$ cat src/rtl/sensor_poll_controller_if.sv
// Byte-level I2C master request/response bundle used by the sensor poller.
interface sensor_poll_controller_if;
   logic       ena;
   logic [7:0] addr;
   logic [7:0] sub_addr;
   logic [7:0] data_wr;
   logic [7:0] data_rd;
   logic       busy;
   logic       ack_err;

   // Poller side: issues byte requests, observes completion.
   modport master (
      output ena, addr, sub_addr, data_wr,
      input  data_rd, busy, ack_err
   );

   // I2C master side: accepts requests, reports busy/data/NACK.
   modport slave (
      input  ena, addr, sub_addr, data_wr,
      output data_rd, busy, ack_err
   );
endinterface

$ cat src/rtl/sensor_poll_controller.sv
// Sensor poller: one-time control-register write, then periodic multi-byte
// reads of NUM_CH channels with per-channel value/delta/min/max tracking.
module sensor_poll_controller #(
   parameter int unsigned          NUM_CH       = 2,
   parameter int unsigned          DATA_W       = 20,
   parameter int unsigned          BYTES_PER_CH = 3,
   parameter logic [7:0]           DEV_ADDR     = 8'hC0,
   parameter logic [NUM_CH*8-1:0]  CH_BASE      = {8'h04, 8'h01},
   parameter logic [NUM_CH-1:0]    SIGNED_MASK  = 2'b10,
   parameter logic [7:0]           CTRL_SUB     = 8'h26,
   parameter logic [7:0]           CTRL_VAL     = 8'h39,
   parameter int unsigned          POLL_DIV     = 1_000_000,
   parameter int unsigned          TIMEOUT      = 4096
) (
   input  logic                       clk,
   input  logic                       rst,
   input  logic                       clear_minmax,
   output logic [NUM_CH*DATA_W-1:0]   value,
   output logic [NUM_CH*DATA_W-1:0]   delta,
   output logic [NUM_CH*DATA_W-1:0]   min_val,
   output logic [NUM_CH*DATA_W-1:0]   max_val,
   output logic [NUM_CH-1:0]          sample_stb,
   output logic                       err,
   output logic [7:0]                 err_count,
   sensor_poll_controller_if.master   i2c
);

   localparam int unsigned ASM_W = BYTES_PER_CH * 8;
   localparam int unsigned CH_W  = (NUM_CH > 1) ? $clog2(NUM_CH) : 1;
   localparam int unsigned BY_W  = (BYTES_PER_CH > 1) ? $clog2(BYTES_PER_CH) : 1;
   localparam int unsigned PC_W  = (POLL_DIV > 1) ? $clog2(POLL_DIV) : 1;
   localparam int unsigned TO_W  = $clog2(TIMEOUT + 1);

   typedef enum logic [2:0] {
      INIT_REQ,
      INIT_WAIT,
      IDLE,
      RD_REQ,
      RD_WAIT,
      UPDATE,
      NEXT_CH
   } state_e;

   state_e            state_q, state_d;
   logic [CH_W-1:0]   ch_q, ch_d;
   logic [BY_W-1:0]   byte_q, byte_d;
   logic              init_pend_q, init_pend_d;
   logic [TO_W-1:0]   tcnt_q, tcnt_d;
   logic [PC_W-1:0]   pcnt_q;

   logic              tick;
   logic              tmo;
   logic              xfer_err;
   logic              byte_ok;
   logic              pcnt_clr;
   logic              last_byte;
   logic              last_ch;

   logic              ena_q;
   logic [7:0]        addr_q;
   logic [7:0]        sub_q;
   logic [7:0]        wr_q;
   logic [7:0]        base_sel;

   logic [ASM_W-1:0]  asm_q;
   logic [DATA_W-1:0] value_q [NUM_CH];
   logic [DATA_W-1:0] delta_q [NUM_CH];
   logic [DATA_W-1:0] min_q   [NUM_CH];
   logic [DATA_W-1:0] max_q   [NUM_CH];
   logic [NUM_CH-1:0] seeded_q;
   logic [NUM_CH-1:0] stb_q;
   logic              err_q;
   logic [7:0]        err_cnt_q;

   logic [DATA_W-1:0] sample;
   logic              sgn;
   logic              lt_min;
   logic              gt_max;

   assign tick      = (pcnt_q == PC_W'(POLL_DIV - 1));
   assign tmo       = (tcnt_q == TO_W'(TIMEOUT - 1));
   assign last_byte = (byte_q == BY_W'(BYTES_PER_CH - 1));
   assign last_ch   = (ch_q == CH_W'(NUM_CH - 1));
   assign base_sel  = CH_BASE[{ch_d, 3'b000} +: 8];

   // State register and sequencing counters.
   always_ff @(posedge clk or negedge rst) begin
      if (!rst) begin
         state_q     <= INIT_REQ;
         ch_q        <= '0;
         byte_q      <= '0;
         init_pend_q <= 1'b0;
         tcnt_q      <= '0;
      end else begin
         state_q     <= state_d;
         ch_q        <= ch_d;
         byte_q      <= byte_d;
         init_pend_q <= init_pend_d;
         tcnt_q      <= tcnt_d;
      end
   end

   // Next-state logic, byte handshake and error detection.
   always_comb begin
      state_d     = state_q;
      ch_d        = ch_q;
      byte_d      = byte_q;
      init_pend_d = init_pend_q;
      xfer_err    = 1'b0;
      byte_ok     = 1'b0;
      pcnt_clr    = 1'b0;

      unique case (state_q)
         INIT_REQ: begin
            if (i2c.busy) begin
               state_d = INIT_WAIT;
            end else if (tmo) begin
               xfer_err    = 1'b1;
               init_pend_d = 1'b1;
               pcnt_clr    = 1'b1;
               state_d     = IDLE;
            end
         end
         INIT_WAIT: begin
            if (!i2c.busy) begin
               state_d = IDLE;
               if (i2c.ack_err) begin
                  xfer_err    = 1'b1;
                  init_pend_d = 1'b1;
                  pcnt_clr    = 1'b1;
               end else begin
                  init_pend_d = 1'b0;
               end
            end else if (tmo) begin
               xfer_err    = 1'b1;
               init_pend_d = 1'b1;
               pcnt_clr    = 1'b1;
               state_d     = IDLE;
            end
         end
         IDLE: begin
            if (tick) begin
               if (init_pend_q) begin
                  state_d = INIT_REQ;
               end else begin
                  ch_d    = '0;
                  byte_d  = '0;
                  state_d = RD_REQ;
               end
            end
         end
         RD_REQ: begin
            if (i2c.busy) begin
               state_d = RD_WAIT;
            end else if (tmo) begin
               xfer_err = 1'b1;
               state_d  = NEXT_CH;
            end
         end
         RD_WAIT: begin
            if (!i2c.busy) begin
               if (i2c.ack_err) begin
                  xfer_err = 1'b1;
                  state_d  = NEXT_CH;
               end else begin
                  byte_ok = 1'b1;
                  if (last_byte) begin
                     state_d = UPDATE;
                  end else begin
                     byte_d  = byte_q + BY_W'(1);
                     state_d = RD_REQ;
                  end
               end
            end else if (tmo) begin
               xfer_err = 1'b1;
               state_d  = NEXT_CH;
            end
         end
         UPDATE: begin
            state_d = NEXT_CH;
         end
         NEXT_CH: begin
            if (last_ch) begin
               state_d = IDLE;
            end else begin
               ch_d    = ch_q + CH_W'(1);
               byte_d  = '0;
               state_d = RD_REQ;
            end
         end
         default: begin
            state_d = INIT_REQ;
         end
      endcase

      // Timeout budget restarts on every state change, so rise and fall
      // of busy are each given the full window.
      tcnt_d = '0;
      if ((state_d == state_q) &&
          ((state_q == INIT_REQ) || (state_q == INIT_WAIT) ||
           (state_q == RD_REQ)   || (state_q == RD_WAIT))) begin
         tcnt_d = tcnt_q + TO_W'(1);
      end
   end

   // Free-running frame divider; restarted on an init failure so the retry
   // comes a full period later.
   always_ff @(posedge clk or negedge rst) begin
      if (!rst) begin
         pcnt_q <= '0;
      end else if (pcnt_clr || tick) begin
         pcnt_q <= '0;
      end else begin
         pcnt_q <= pcnt_q + PC_W'(1);
      end
   end

   // Request outputs registered from the next state so ena falls one cycle
   // after busy is observed.
   always_ff @(posedge clk or negedge rst) begin
      if (!rst) begin
         ena_q  <= 1'b0;
         addr_q <= '0;
         sub_q  <= '0;
         wr_q   <= '0;
      end else begin
         ena_q <= (state_d == INIT_REQ) || (state_d == RD_REQ);
         if (state_d == INIT_REQ) begin
            addr_q <= DEV_ADDR;
            sub_q  <= CTRL_SUB;
            wr_q   <= CTRL_VAL;
         end else if (state_d == RD_REQ) begin
            addr_q <= DEV_ADDR | 8'h01;
            sub_q  <= base_sel + 8'(byte_d);
            wr_q   <= '0;
         end
      end
   end

   assign sample = DATA_W'(asm_q >> (ASM_W - DATA_W));
   assign sgn    = SIGNED_MASK[ch_q];
   assign lt_min = sgn ? ($signed(sample) < $signed(min_q[ch_q])) : (sample < min_q[ch_q]);
   assign gt_max = sgn ? ($signed(sample) > $signed(max_q[ch_q])) : (sample > max_q[ch_q]);

   // Byte assembly and per-channel statistics update.
   always_ff @(posedge clk or negedge rst) begin
      if (!rst) begin
         asm_q    <= '0;
         seeded_q <= '0;
         stb_q    <= '0;
         for (int i = 0; i < NUM_CH; i++) begin
            value_q[i] <= '0;
            delta_q[i] <= '0;
            min_q[i]   <= '0;
            max_q[i]   <= '0;
         end
      end else begin
         stb_q <= '0;
         if (byte_ok) begin
            asm_q <= ASM_W'({asm_q, i2c.data_rd});
         end
         if (clear_minmax) begin
            seeded_q <= '0;
         end
         if (state_q == UPDATE) begin
            stb_q[ch_q]    <= 1'b1;
            seeded_q[ch_q] <= 1'b1;
            value_q[ch_q]  <= sample;
            if (!seeded_q[ch_q] || clear_minmax) begin
               delta_q[ch_q] <= '0;
               min_q[ch_q]   <= sample;
               max_q[ch_q]   <= sample;
            end else begin
               delta_q[ch_q] <= sample - value_q[ch_q];
               if (lt_min) begin
                  min_q[ch_q] <= sample;
               end
               if (gt_max) begin
                  max_q[ch_q] <= sample;
               end
            end
         end
      end
   end

   // Error pulse and saturating error counter.
   always_ff @(posedge clk or negedge rst) begin
      if (!rst) begin
         err_q     <= 1'b0;
         err_cnt_q <= '0;
      end else begin
         err_q <= xfer_err;
         if (xfer_err && (err_cnt_q != 8'hFF)) begin
            err_cnt_q <= err_cnt_q + 8'd1;
         end
      end
   end

   for (genvar g = 0; g < NUM_CH; g++) begin : g_pack
      assign value[DATA_W*g +: DATA_W]   = value_q[g];
      assign delta[DATA_W*g +: DATA_W]   = delta_q[g];
      assign min_val[DATA_W*g +: DATA_W] = min_q[g];
      assign max_val[DATA_W*g +: DATA_W] = max_q[g];
   end

   assign sample_stb   = stb_q;
   assign err          = err_q;
   assign err_count    = err_cnt_q;
   assign i2c.ena      = ena_q;
   assign i2c.addr     = addr_q;
   assign i2c.sub_addr = sub_q;
   assign i2c.data_wr  = wr_q;

endmodule

$ cat src/flat_wrapper.sv
// flat-port wrapper written by rule: the top's interface ports become plain ports
module sensor_poll_controller_flat 
#(
   parameter int unsigned          NUM_CH       = 2,
   parameter int unsigned          DATA_W       = 20,
   parameter int unsigned          BYTES_PER_CH = 3,
   parameter logic [7:0]           DEV_ADDR     = 8'hC0,
   parameter logic [NUM_CH*8-1:0]  CH_BASE      = {8'h04, 8'h01},
   parameter logic [NUM_CH-1:0]    SIGNED_MASK  = 2'b10,
   parameter logic [7:0]           CTRL_SUB     = 8'h26,
   parameter logic [7:0]           CTRL_VAL     = 8'h39,
   parameter int unsigned          POLL_DIV     = 1_000_000,
   parameter int unsigned          TIMEOUT      = 4096
)
  (clk, rst, clear_minmax, value, delta, min_val, max_val, sample_stb, err, err_count, i2c_ena, i2c_addr, i2c_sub_addr, i2c_data_wr, i2c_data_rd, i2c_busy, i2c_ack_err);
  sensor_poll_controller_if i2c_i ();
  input  logic clk;
  input  logic rst;
  input  logic clear_minmax;
  output logic [NUM_CH*DATA_W-1:0] value;
  output logic [NUM_CH*DATA_W-1:0] delta;
  output logic [NUM_CH*DATA_W-1:0] min_val;
  output logic [NUM_CH*DATA_W-1:0] max_val;
  output logic [NUM_CH-1:0] sample_stb;
  output logic err;
  output logic [7:0] err_count;
  output wire logic [$bits(i2c_i.ena)-1:0] i2c_ena;
  output wire logic [$bits(i2c_i.addr)-1:0] i2c_addr;
  output wire logic [$bits(i2c_i.sub_addr)-1:0] i2c_sub_addr;
  output wire logic [$bits(i2c_i.data_wr)-1:0] i2c_data_wr;
  input wire logic [$bits(i2c_i.data_rd)-1:0] i2c_data_rd;
  input wire logic [$bits(i2c_i.busy)-1:0] i2c_busy;
  input wire logic [$bits(i2c_i.ack_err)-1:0] i2c_ack_err;
  assign i2c_ena = i2c_i.ena;
  assign i2c_addr = i2c_i.addr;
  assign i2c_sub_addr = i2c_i.sub_addr;
  assign i2c_data_wr = i2c_i.data_wr;
  assign i2c_i.data_rd = i2c_data_rd;
  assign i2c_i.busy = i2c_busy;
  assign i2c_i.ack_err = i2c_ack_err;
  sensor_poll_controller #(.NUM_CH(NUM_CH), .DATA_W(DATA_W), .BYTES_PER_CH(BYTES_PER_CH), .DEV_ADDR(DEV_ADDR), .CH_BASE(CH_BASE), .SIGNED_MASK(SIGNED_MASK), .CTRL_SUB(CTRL_SUB), .CTRL_VAL(CTRL_VAL), .POLL_DIV(POLL_DIV), .TIMEOUT(TIMEOUT)) u_core (.clk(clk), .rst(rst), .clear_minmax(clear_minmax), .value(value), .delta(delta), .min_val(min_val), .max_val(max_val), .sample_stb(sample_stb), .err(err), .err_count(err_count), .i2c(i2c_i));
endmodule
$ cat config.mk
export PLATFORM = sky130hd
export DESIGN_NAME = sensor_poll_controller_flat
export DESIGN_NICKNAME = d
export VERILOG_FILES = /design/src/rtl/sensor_poll_controller_if.sv /design/src/rtl/sensor_poll_controller.sv /design/src/flat_wrapper.sv
export SDC_FILE = /design/constraint.sdc
export NUM_CORES = 1
export LEC_CHECK = 0
export ABC_CLOCK_PERIOD_IN_PS = 6590
export BUFFER_PORTS_ARGS = -buffer_cell sky130_fd_sc_hd__buf_4
export CAP_MARGIN = 5
export CORE_MARGIN = 4
export CORE_UTILIZATION = 57
export CTS_BUF_LIST = sky130_fd_sc_hd__clkbuf_16
export CTS_CLUSTER_SIZE = 28
export DETAILED_ROUTE_END_ITERATION = 7
export PLACE_DENSITY = 0.8
export SYNTH_ARGS = -nofsm -noshare
export SYNTH_HDL_FRONTEND = slang
export SYNTH_SLANG_ARGS = --single-unit
export TNS_END_PERCENT = 30
$ cat constraint.sdc
create_clock -name clk -period 6.59 [get_ports clk]
set_input_delay 1.318 -clock clk [delete_from_list [all_inputs] [get_ports clk]]
set_output_delay 1.318 -clock clk [all_outputs]
set_load 0.01 [all_outputs]
==> out/qor.log, run 1 <==
INFO  run_status     outcome=finished, final reports clean
INFO  routing        vias=11300
INFO  sta            max-slew-margin-rel=27.9%
INFO  layout         area_growth_syn_to_layout=18.2%
INFO  synthesis      synth.area.top_cells=sky130_fd_sc_hd__dfrtp_1 (45%), sky130_fd_sc_hd__ha_1 (6.0%), sky130_fd_sc_hd__nand2_1 (5.4%)
INFO  grt            largest_net_degree_at_the_start_of_global_routing=99
INFO  hold_path      whs_path_depth=1
INFO  layout         post_route_cells_drive_above_1_share=22.4%
INFO  clocking       worst_skew_pair_later_pin_latency=540ps
INFO  floorplanning  floorplan.core_area=23400squm
INFO  clocking       clock_tree_root_buffer_cell=sky130_fd_sc_hd__clkbuf_16
INFO  placement      routabilityCongestion=0.959
INFO  layout         area.sequential=6130squm
INFO  sta            grt_setup_unrepaired=no
INFO  sta            timing.hold.ws=477ps
INFO  layout         final_util=68.3%
INFO  sta            fin_crit=4070ps
INFO  floorplanning  dieHeight=162um
INFO  sta            hold_violations=0
INFO  floorplanning  initial_utilization=57.8%
INFO  placement      placement.io_buffers=196
INFO  layout         final_instance_area=16000squm
INFO  sta            fin_setup_tns=0ps
INFO  routing        detail_route.first_pass.iterations=7
INFO  critical_path  crit_path_max_fanout=43
INFO  power          pwr_density_cell=449nW/um^2
INFO  synthesis      synth.top_cell.area_share=45.3%
INFO  clocking       ctsHtreeMaxLevel=1
INFO  synthesis      yosysSeqAreaShare=45.3%
INFO  critical_path  arrival=4480ps
INFO  synthesis      ys.flop_type=sky130_fd_sc_hd__dfrtp_1
INFO  routing        detailed_route_iter0_violations=1292
INFO  synthesis      post_synthesis_cells=1321
INFO  critical_path  slowest_stage=sky130_fd_sc_hd__o31ai_4
INFO  routing        drt_wl_total=37300um
INFO  clocking       ctsResizeCount=0
INFO  grt            antenna_found_initial=0
INFO  placement      place_area=15100squm
INFO  grt            gr_usage_total=27.7%
INFO  layout         antenna-diode-count=0
INFO  clocking       tritoncts.num_buffers=28
INFO  critical_path  worstPathCellList=buf_4 -> mux2i_1 -> ha_1 -> nand4_1 -> o21bai_1 -> a211o_1 -> o31ai_4 -> mux2_2
INFO  clocking       clock_slew_at_reported_path_ffs=60ps
INFO  floorplanning  die-area=26300squm
INFO  sta            fin_crit_sh=61.7%
INFO  synthesis      synth_cell_types=84
INFO  sta            setup-violations-final=0
INFO  routing        antenna_violating_nets_post_route=0
INFO  critical_path  cp-start-kind=flop
INFO  layout         fillerInstances=1830
INFO  job            cap_violations=0
INFO  hold_path      min_to=u_core.tcnt_q[0]
INFO  sta            finalMaxSlewViolations=0
INFO  synthesis      synth_edf_count=0
INFO  placement      dp_hpwl=25600um
INFO  clocking       cts_setup_buffers=0
INFO  layout         multi_input_area=6860squm
INFO  hold_path      min_from=u_core.tcnt_q[0]
INFO  routing        remaining_drc_errors=0
INFO  placement      place.detailed.instances=1756
INFO  synthesis      synth-warning-count=0
INFO  layout         non_filler_cells_in_the_finished_layout=1805
INFO  sta            timing.clock.skew=22.6ps
INFO  floorplanning  io_pins=209
INFO  grt            global_route_wire_length_before_repair=59400um
INFO  placement      dp_slack=2520ps
INFO  sta            worst_pin_slew=1080ps
INFO  synthesis      synthesis.area=13500squm
INFO  clocking       cts_tree=built
INFO  grt            via_count_of_the_first_global_routing_pass=11100
INFO  critical_path  r2r.worst_path.cells=8
INFO  floorplanning  die_width=162um
INFO  routing        detail_route.wl_per_cell=20.6um
INFO  sta            fmax=0.246GHz
INFO  critical_path  worst_setup_end_kind=flop
INFO  routing        routed_via_density=6.24
INFO  critical_path  reg2reg_setup_slack=2520ps
INFO  clocking       cts.path.max_buffers=3
INFO  clocking       tritoncts_num_sinks=245
INFO  synthesis      synth-async-reset-ratio=100%
INFO  clocking       cts_hold_buf=0
INFO  synthesis      synth.most_common_cell=sky130_fd_sc_hd__dfrtp_1
INFO  critical_path  regToRegStartpoint=u_core.ch_q
INFO  layout         nets=1546
INFO  sta            worst_slack=2520ps
INFO  synthesis      yosys-top-cells-count=sky130_fd_sc_hd__dfrtp_1 (245), sky130_fd_sc_hd__nand2_1 (193), sky130_fd_sc_hd__nor2_1 (74)
INFO  critical_path  regToRegEndpoint=u_core.max_val[33]
INFO  synthesis      postSynthRegisterBits=245
INFO  critical_path  critPathKind=flop to flop
INFO  hold_path      class_of_the_most_critical_hold_timing_path=flop to flop
INFO  power          static_power_due_to_leakage=8.03nW
INFO  synthesis      synth_top_cell_by_area=sky130_fd_sc_hd__dfrtp_1
INFO  critical_path  worst-endpoint-required=7000ps
INFO  grt            globalRouteOverflowTotal=0
INFO  power          power=7.18mW
INFO  critical_path  critical_path.max_stage_delay=920ps
INFO  floorplanning  fp-row-count=56
INFO  power          ir_worst_vdd=0.324mV
INFO  synthesis      post_syn_area_per_cell=10.2squm
kinds of logic after synthesis:
kind of cell	share of synthesized area [%]
buffers and inverters	4.48
AOI/OAI and AO/OA	16.8
xor gates and xnor gates	3.30
DFF	45.3
muxes	10.2
and+or+nand+nor	13.8
adders and majority gates	6.16
other	0.0277
per-layer routing:
layer / vias up / routed length (um) / part of all wire [%] / track usage [%]
met5: - / 0 / 0 / 0.189
met4: 0 / 1170 / 3.1 / 9.15
met3: 99 / 3140 / 8.4 / 5.73
met2: 559 / 18000 / 48 / 46.3
met1: 5473 / 15000 / 40 / 36.3
li1: 5128 / - / - / -
registers in the layout, summed over array words and instances, names as in the netlist:
name	count
u_core.min_val	40
u_core.max_val	40
u_core.value	40
u_core.byte_q	2
u_core.asm_q	24
u_core.i2c.ena	1
u_core.state_q	3
u_core.ch_q	1
u_core.err_count	8
u_core.init_pend_q	1
u_core.sample_stb	2
u_core.err	1
u_core.tcnt_q	13
u_core.i2c.sub_addr	5
u_core.delta	40
u_core.seeded_q	2
u_core.i2c.addr	2
u_core.pcnt_q	20
power breakdown:
part / switching [mW] / total (mW) / internal, mW
registers: 0.534 / 2.39 / 1.85
logic: 1.76 / 3.24 / 1.48
clock network: 0.611 / 1.56 / 0.946
worst max path at each step:
stage | slack (ps) | endpoint | from
2_1_floorplan | 3230 | u_core.delta[13] | u_core.ch_q
3_3_place_gp | 2660 | u_core.max_val[31] | u_core.ch_q
3_5_place_dp | 2520 | u_core.max_val[33] | u_core.ch_q
4_1_cts | 2480 | u_core.max_val[33] | u_core.ch_q
5_1_grt | 2350 | u_core.max_val[25] | u_core.ch_q
6_report | 2520 | u_core.max_val[33] | u_core.ch_q
critical path: cells and delay by family (launching register included):
family / cells / cell delay (ps)
compound gates: 3 / 1380
fa+ha+maj: 1 / 280
buf+inv: 1 / 680
flops: 1 / 680
mux: 2 / 720
simple gates: 1 / 170
cell usage in the layout, fill, tap and decap left out, types with 20 or more instances in the layout:
| cell type | count |
|---|---|
| sky130_fd_sc_hd__a21oi_1 | 39 |
| sky130_fd_sc_hd__a222oi_1 | 20 |
| sky130_fd_sc_hd__a22o_1 | 20 |
| sky130_fd_sc_hd__a22oi_1 | 43 |
| sky130_fd_sc_hd__and2_1 | 25 |
| sky130_fd_sc_hd__buf_4 | 207 |
| sky130_fd_sc_hd__clkbuf_16 | 29 |
| sky130_fd_sc_hd__dfrtp_1 | 244 |
| sky130_fd_sc_hd__ha_1 | 65 |
| sky130_fd_sc_hd__inv_1 | 28 |
| sky130_fd_sc_hd__mux2_2 | 60 |
| sky130_fd_sc_hd__mux2i_1 | 61 |
| sky130_fd_sc_hd__nand2_1 | 193 |
| sky130_fd_sc_hd__nand3_1 | 23 |
| sky130_fd_sc_hd__nor2_1 | 73 |
| sky130_fd_sc_hd__o21ai_0 | 38 |
| sky130_fd_sc_hd__o221ai_1 | 20 |
| sky130_fd_sc_hd__xnor2_1 | 30 |
| sky130_fd_sc_hd__xor2_1 | 21 |
area by class of cell:
class | count | share of cell area (%)
clock buffer | 29 | 4.54
clock inverter | 20 | 1.21
inverter | 27 | 0.634
multi-input combinational | 957 | 42.9
sequential | 245 | 38.4
tap | 319 | 2.50
timing repair buffer | 208 | 9.81
No activity file was read; power rests on OpenSTA's default activity.
==> inputs of run 2 (changes only) <==
Settings changed: ABC_AREA set to 1, ABC_CLOCK_PERIOD_IN_PS 6590 to 4200.
Clock period 6.59 ns to 4.2 ns, I/O delays scaled along.
==> out/qor.log, run 2 <==
INFO  run_status     outcome=finished, final reports clean [unchanged]
INFO  clocking       cts_setup_buffers=0 [unchanged]
INFO  synthesis      post_synthesis_cells=1571 [was 1321]
INFO  critical_path  worst_setup_end_kind=flop [unchanged]
INFO  layout         antenna-diode-count=0 [unchanged]
INFO  critical_path  worst-endpoint-required=4660ps [was 7000 ps]
INFO  synthesis      post_syn_area_per_cell=8.31squm [was 10.2 sq um]
INFO  clocking       cts_tree=built [unchanged]
INFO  sta            max-slew-margin-rel=33.8% [was 27.9%]
INFO  synthesis      synth_edf_count=0 [unchanged]
INFO  grt            largest_net_degree_at_the_start_of_global_routing=117 [was 99]
INFO  routing        detail_route.first_pass.iterations=6 [was 7]
INFO  clocking       tritoncts.num_buffers=27 [was 28]
INFO  grt            via_count_of_the_first_global_routing_pass=11300 [was 11100]
INFO  layout         area_growth_syn_to_layout=20.0% [was 18.2%]
INFO  clocking       worst_skew_pair_later_pin_latency=530ps [was 540 ps]
INFO  sta            worst_pin_slew=993ps [was 1080 ps]
INFO  routing        remaining_drc_errors=0 [unchanged]
INFO  routing        detail_route.wl_per_cell=16.8um [was 20.6 um]
INFO  critical_path  top_cell_by_count_worst_path=sky130_fd_sc_hd__nand2_1
INFO  routing        vias=11400 [was 11300]
INFO  sta            setup-violations-final=0 [unchanged]
INFO  sta            grt_setup_unrepaired=no [unchanged]
INFO  job            cap_violations=0 [unchanged]
INFO  grt            globalRouteOverflowTotal=0 [unchanged]
INFO  clocking       tritoncts_num_sinks=245 [unchanged]
INFO  synthesis      postSynthRegisterBits=245 [unchanged]
INFO  placement      dp_hpwl=25000um [was 25600 um]
INFO  synthesis      synthesis.area=13100squm [was 13500 sq um]
INFO  floorplanning  fp-row-count=55 [was 56]
INFO  sta            fin_setup_tns=0ps [unchanged]
INFO  sta            hold_violations=0 [unchanged]
INFO  routing        antenna_violating_nets_post_route=0 [unchanged]
INFO  sta            fmax=0.281GHz [was 0.246 GHz]
INFO  critical_path  slowest_stage=sky130_fd_sc_hd__dfrtp_4 [was sky130_fd_sc_hd__o31ai_4]
INFO  critical_path  arrival=4020ps [was 4480 ps]
INFO  routing        detailed_route_iter0_violations=773 [was 1292]
INFO  grt            global_route_wire_length_before_repair=57000um [was 59400 um]
INFO  sta            timing.clock.skew=24.3ps [was 22.6 ps]
INFO  critical_path  critical_path.max_stage_delay=920ps [about the same]
INFO  layout         nets=1832 [was 1546]
INFO  clocking       ctsResizeCount=0 [unchanged]
INFO  power          pwr_density_cell=886nW/um^2 [was 449 nW/um^2]
INFO  floorplanning  die-area=25400squm [was 26300 sq um]
INFO  floorplanning  die_width=159um [was 162 um]
INFO  floorplanning  floorplan.core_area=22600squm [was 23400 sq um]
INFO  synthesis      synth-warning-count=0 [unchanged]
INFO  synthesis      synth-async-reset-ratio=100% [unchanged]
INFO  critical_path  regToRegEndpoint=u_core.delta[13] [was u_core.max_val[33]]
INFO  layout         non_filler_cells_in_the_finished_layout=2058 [was 1805]
INFO  layout         layout_commonest_cell=sky130_fd_sc_hd__nand2_1 [was sky130_fd_sc_hd__dfrtp_1]
INFO  synthesis      ys.flop_type=sky130_fd_sc_hd__dfrtp_1 [unchanged]
INFO  sta            fin_crit=3560ps [was 4070 ps]
INFO  critical_path  cp-startpoint=u_core.ch_q [unchanged]
INFO  clocking       cts.path.max_buffers=3 [unchanged]
INFO  synthesis      synth.area.top_cells=sky130_fd_sc_hd__dfrtp_1 (47%), sky130_fd_sc_hd__nand2_1 (14%), sky130_fd_sc_hd__ha_1 (6.2%) [was sky130_fd_sc_hd__dfrtp_1 (45%), sky130_fd_sc_hd__ha_1 (6.0%), sky130_fd_sc_hd__nand2_1 (5.4%)]
INFO  hold_path      class_of_the_most_critical_hold_timing_path=primary input to async pin [was flop to flop]
INFO  power          power=13.9mW [was 7.18 mW]
INFO  power          ir_worst_vdd=0.397mV [was 0.324 mV]
INFO  critical_path  reg2reg_setup_slack=640ps [was 2520 ps]
INFO  critical_path  regToRegStartpoint=u_core.ch_q [unchanged]
INFO  floorplanning  dieHeight=159um [was 162 um]
INFO  sta            timing.hold.ws=399ps [was 477 ps]
INFO  routing        routed_via_density=5.56 [was 6.24]
INFO  clocking       clock_tree_root_buffer_cell=sky130_fd_sc_hd__clkbuf_16 [unchanged]
INFO  layout         most_frequent_cells_in_the_layout=sky130_fd_sc_hd__nand2_1 (494), sky130_fd_sc_hd__dfrtp_1 (244), sky130_fd_sc_hd__buf_4 (212) [was sky130_fd_sc_hd__dfrtp_1 (244), sky130_fd_sc_hd__buf_4 (207), sky130_fd_sc_hd__nand2_1 (193)]
INFO  layout         post_route_cells_drive_above_1_share=16.8% [was 22.4%]
INFO  critical_path  worstPathCellList=buf_4 -> mux2i_1 -> ha_1 -> a21oi_1 -> nand2_1 -> a21boi_0 -> o21ai_0 -> nand2_1 -> inv_1 -> o21ai_0 -> nand3_1 -> nand2_1 [was buf_4 -> mux2i_1 -> ha_1 -> nand4_1 -> o21bai_1 -> a211o_1 -> o31ai_4 -> mux2_2]
INFO  synthesis      synth.top_cell.area_share=46.9% [was 45.3%]
INFO  placement      placement.io_buffers=196 [unchanged]
INFO  synthesis      yosysSeqAreaShare=46.9% [was 45.3%]
INFO  routing        drt_wl_total=34700um [was 37300 um]
INFO  grt            gr_usage_total=26.8% [was 27.7%]
INFO  placement      place.detailed.instances=2009 [was 1756]
INFO  clocking       cts_hold_buf=0 [unchanged]
INFO  placement      routabilityCongestion=0.972 [was 0.959]
INFO  clocking       clock_slew_at_reported_path_ffs=60ps [about the same]
INFO  critical_path  r2r.worst_path.cells=12 [was 8]
INFO  synthesis      synth_cell_types=50 [was 84]
INFO  critical_path  cp-start-kind=flop [unchanged]
INFO  synthesis      yosys-top-cells-count=sky130_fd_sc_hd__nand2_1 (494), sky130_fd_sc_hd__dfrtp_1 (245), sky130_fd_sc_hd__nand3_1 (142) [was sky130_fd_sc_hd__dfrtp_1 (245), sky130_fd_sc_hd__nand2_1 (193), sky130_fd_sc_hd__nor2_1 (74)]
INFO  grt            antenna_found_initial=0 [unchanged]
INFO  critical_path  critPathKind=flop to flop [unchanged]
INFO  power          static_power_due_to_leakage=8.41nW [was 8.03 nW]
INFO  sta            fin_crit_sh=84.7% [was 61.7%]
INFO  synthesis      synth_top_cell_by_area=sky130_fd_sc_hd__dfrtp_1 [unchanged]
INFO  synthesis      synth.most_common_cell=sky130_fd_sc_hd__nand2_1 [was sky130_fd_sc_hd__dfrtp_1]
INFO  sta            finalMaxSlewViolations=0 [unchanged]
INFO  floorplanning  io_pins=209 [unchanged]
INFO  floorplanning  initial_utilization=57.9% [was 57.8%]
INFO  clocking       ctsHtreeMaxLevel=1 [unchanged]
INFO  critical_path  crit_path_max_fanout=42 [was 43]
run 2: cell types whose count changed in the layout (fill, tap and decap cells not counted), moves of 24 or more:
cell                      delta
sky130_fd_sc_hd__mux2_2     -60
sky130_fd_sc_hd__nand3_1   +119
sky130_fd_sc_hd__inv_1      +88
sky130_fd_sc_hd__nor2_1     +27
sky130_fd_sc_hd__nand2_1   +301
sky130_fd_sc_hd__o21ai_0    +58
sky130_fd_sc_hd__and2_1     -24
sky130_fd_sc_hd__a22oi_1    -42
run 2: area by class of cell:
class	instances	area (sq um)
clock buffers	27	676
inverters	120	450
well taps	285	357
multi-input cells	1145	6150
fillers	1795	6900
flip-flops and latches	245	6130
repair buffers	214	1630
clock inverters	22	283
run 2: how the worst max path moves through the flow:
stage	to	slack [ps]	cells after the start
global placement	u_core.delta[33]	800	12
CTS	u_core.delta[13]	710	12
global route	u_core.delta[18]	330	17
detailed placement	u_core.delta[13]	740	12
finish	u_core.delta[13]	640	12
floorplan	u_core.delta[33]	1480	14
run 2: kinds of logic (layout without fill, tap and decap cells):
logic type,count (synthesis),in the layout,synth area share (%)
buffers and inverters,192,383,6.31
flip-flops,245,245,46.9
adder cells (fa/ha/maj),66,66,6.38
XOR/XNOR,44,44,2.95
AO/OA/AOI/OAI,156,156,6.41
AND/OR/NAND/NOR,811,811,26.7
other,1,12,0.0287
multiplexers,56,56,4.29
run 2: critical path: cells and delay by family (launching register included):
kind                     cells  cell delay, ps
AO/OA/AOI/OAI                4            1000
flip-flops                   1             920
buffers and inverters        2             570
AND/OR/NAND/NOR              4             450
adder cells (fa/ha/maj)      1             300
multiplexers                 1             240
run 2: metal layers:
layer  wire, um  part of all wire [%]  track usage, %  vias up
met5          0                     0               0        -
met1      14100                    41            35.3     5434
met2      16600                    48            44.5      465
met3       2840                   8.2            5.41       77
li1           -                     -               -     5467
met4       1120                   3.2            9.70        0
run 2: through the flow:
stage               setup WS, ps  util (%)  instance area (sq um)
finish                       643      69.4                  15700
global route                 330      69.4                  15700
CTS                          707      69.4                  15700
detailed placement           739      65.2                  14700
global placement             795      65.2                  14700
floorplan                   1480         -                  13100
run 2: report_power, final:
group	switching, mW	total [mW]	leakage, nW	internal [mW]
clock	0.936	2.53	0.477	1.59
combinational	3.92	6.81	4.84	2.89
sequential	1.23	4.54	3.09	3.31
total	6.09	13.9	8.41	7.80
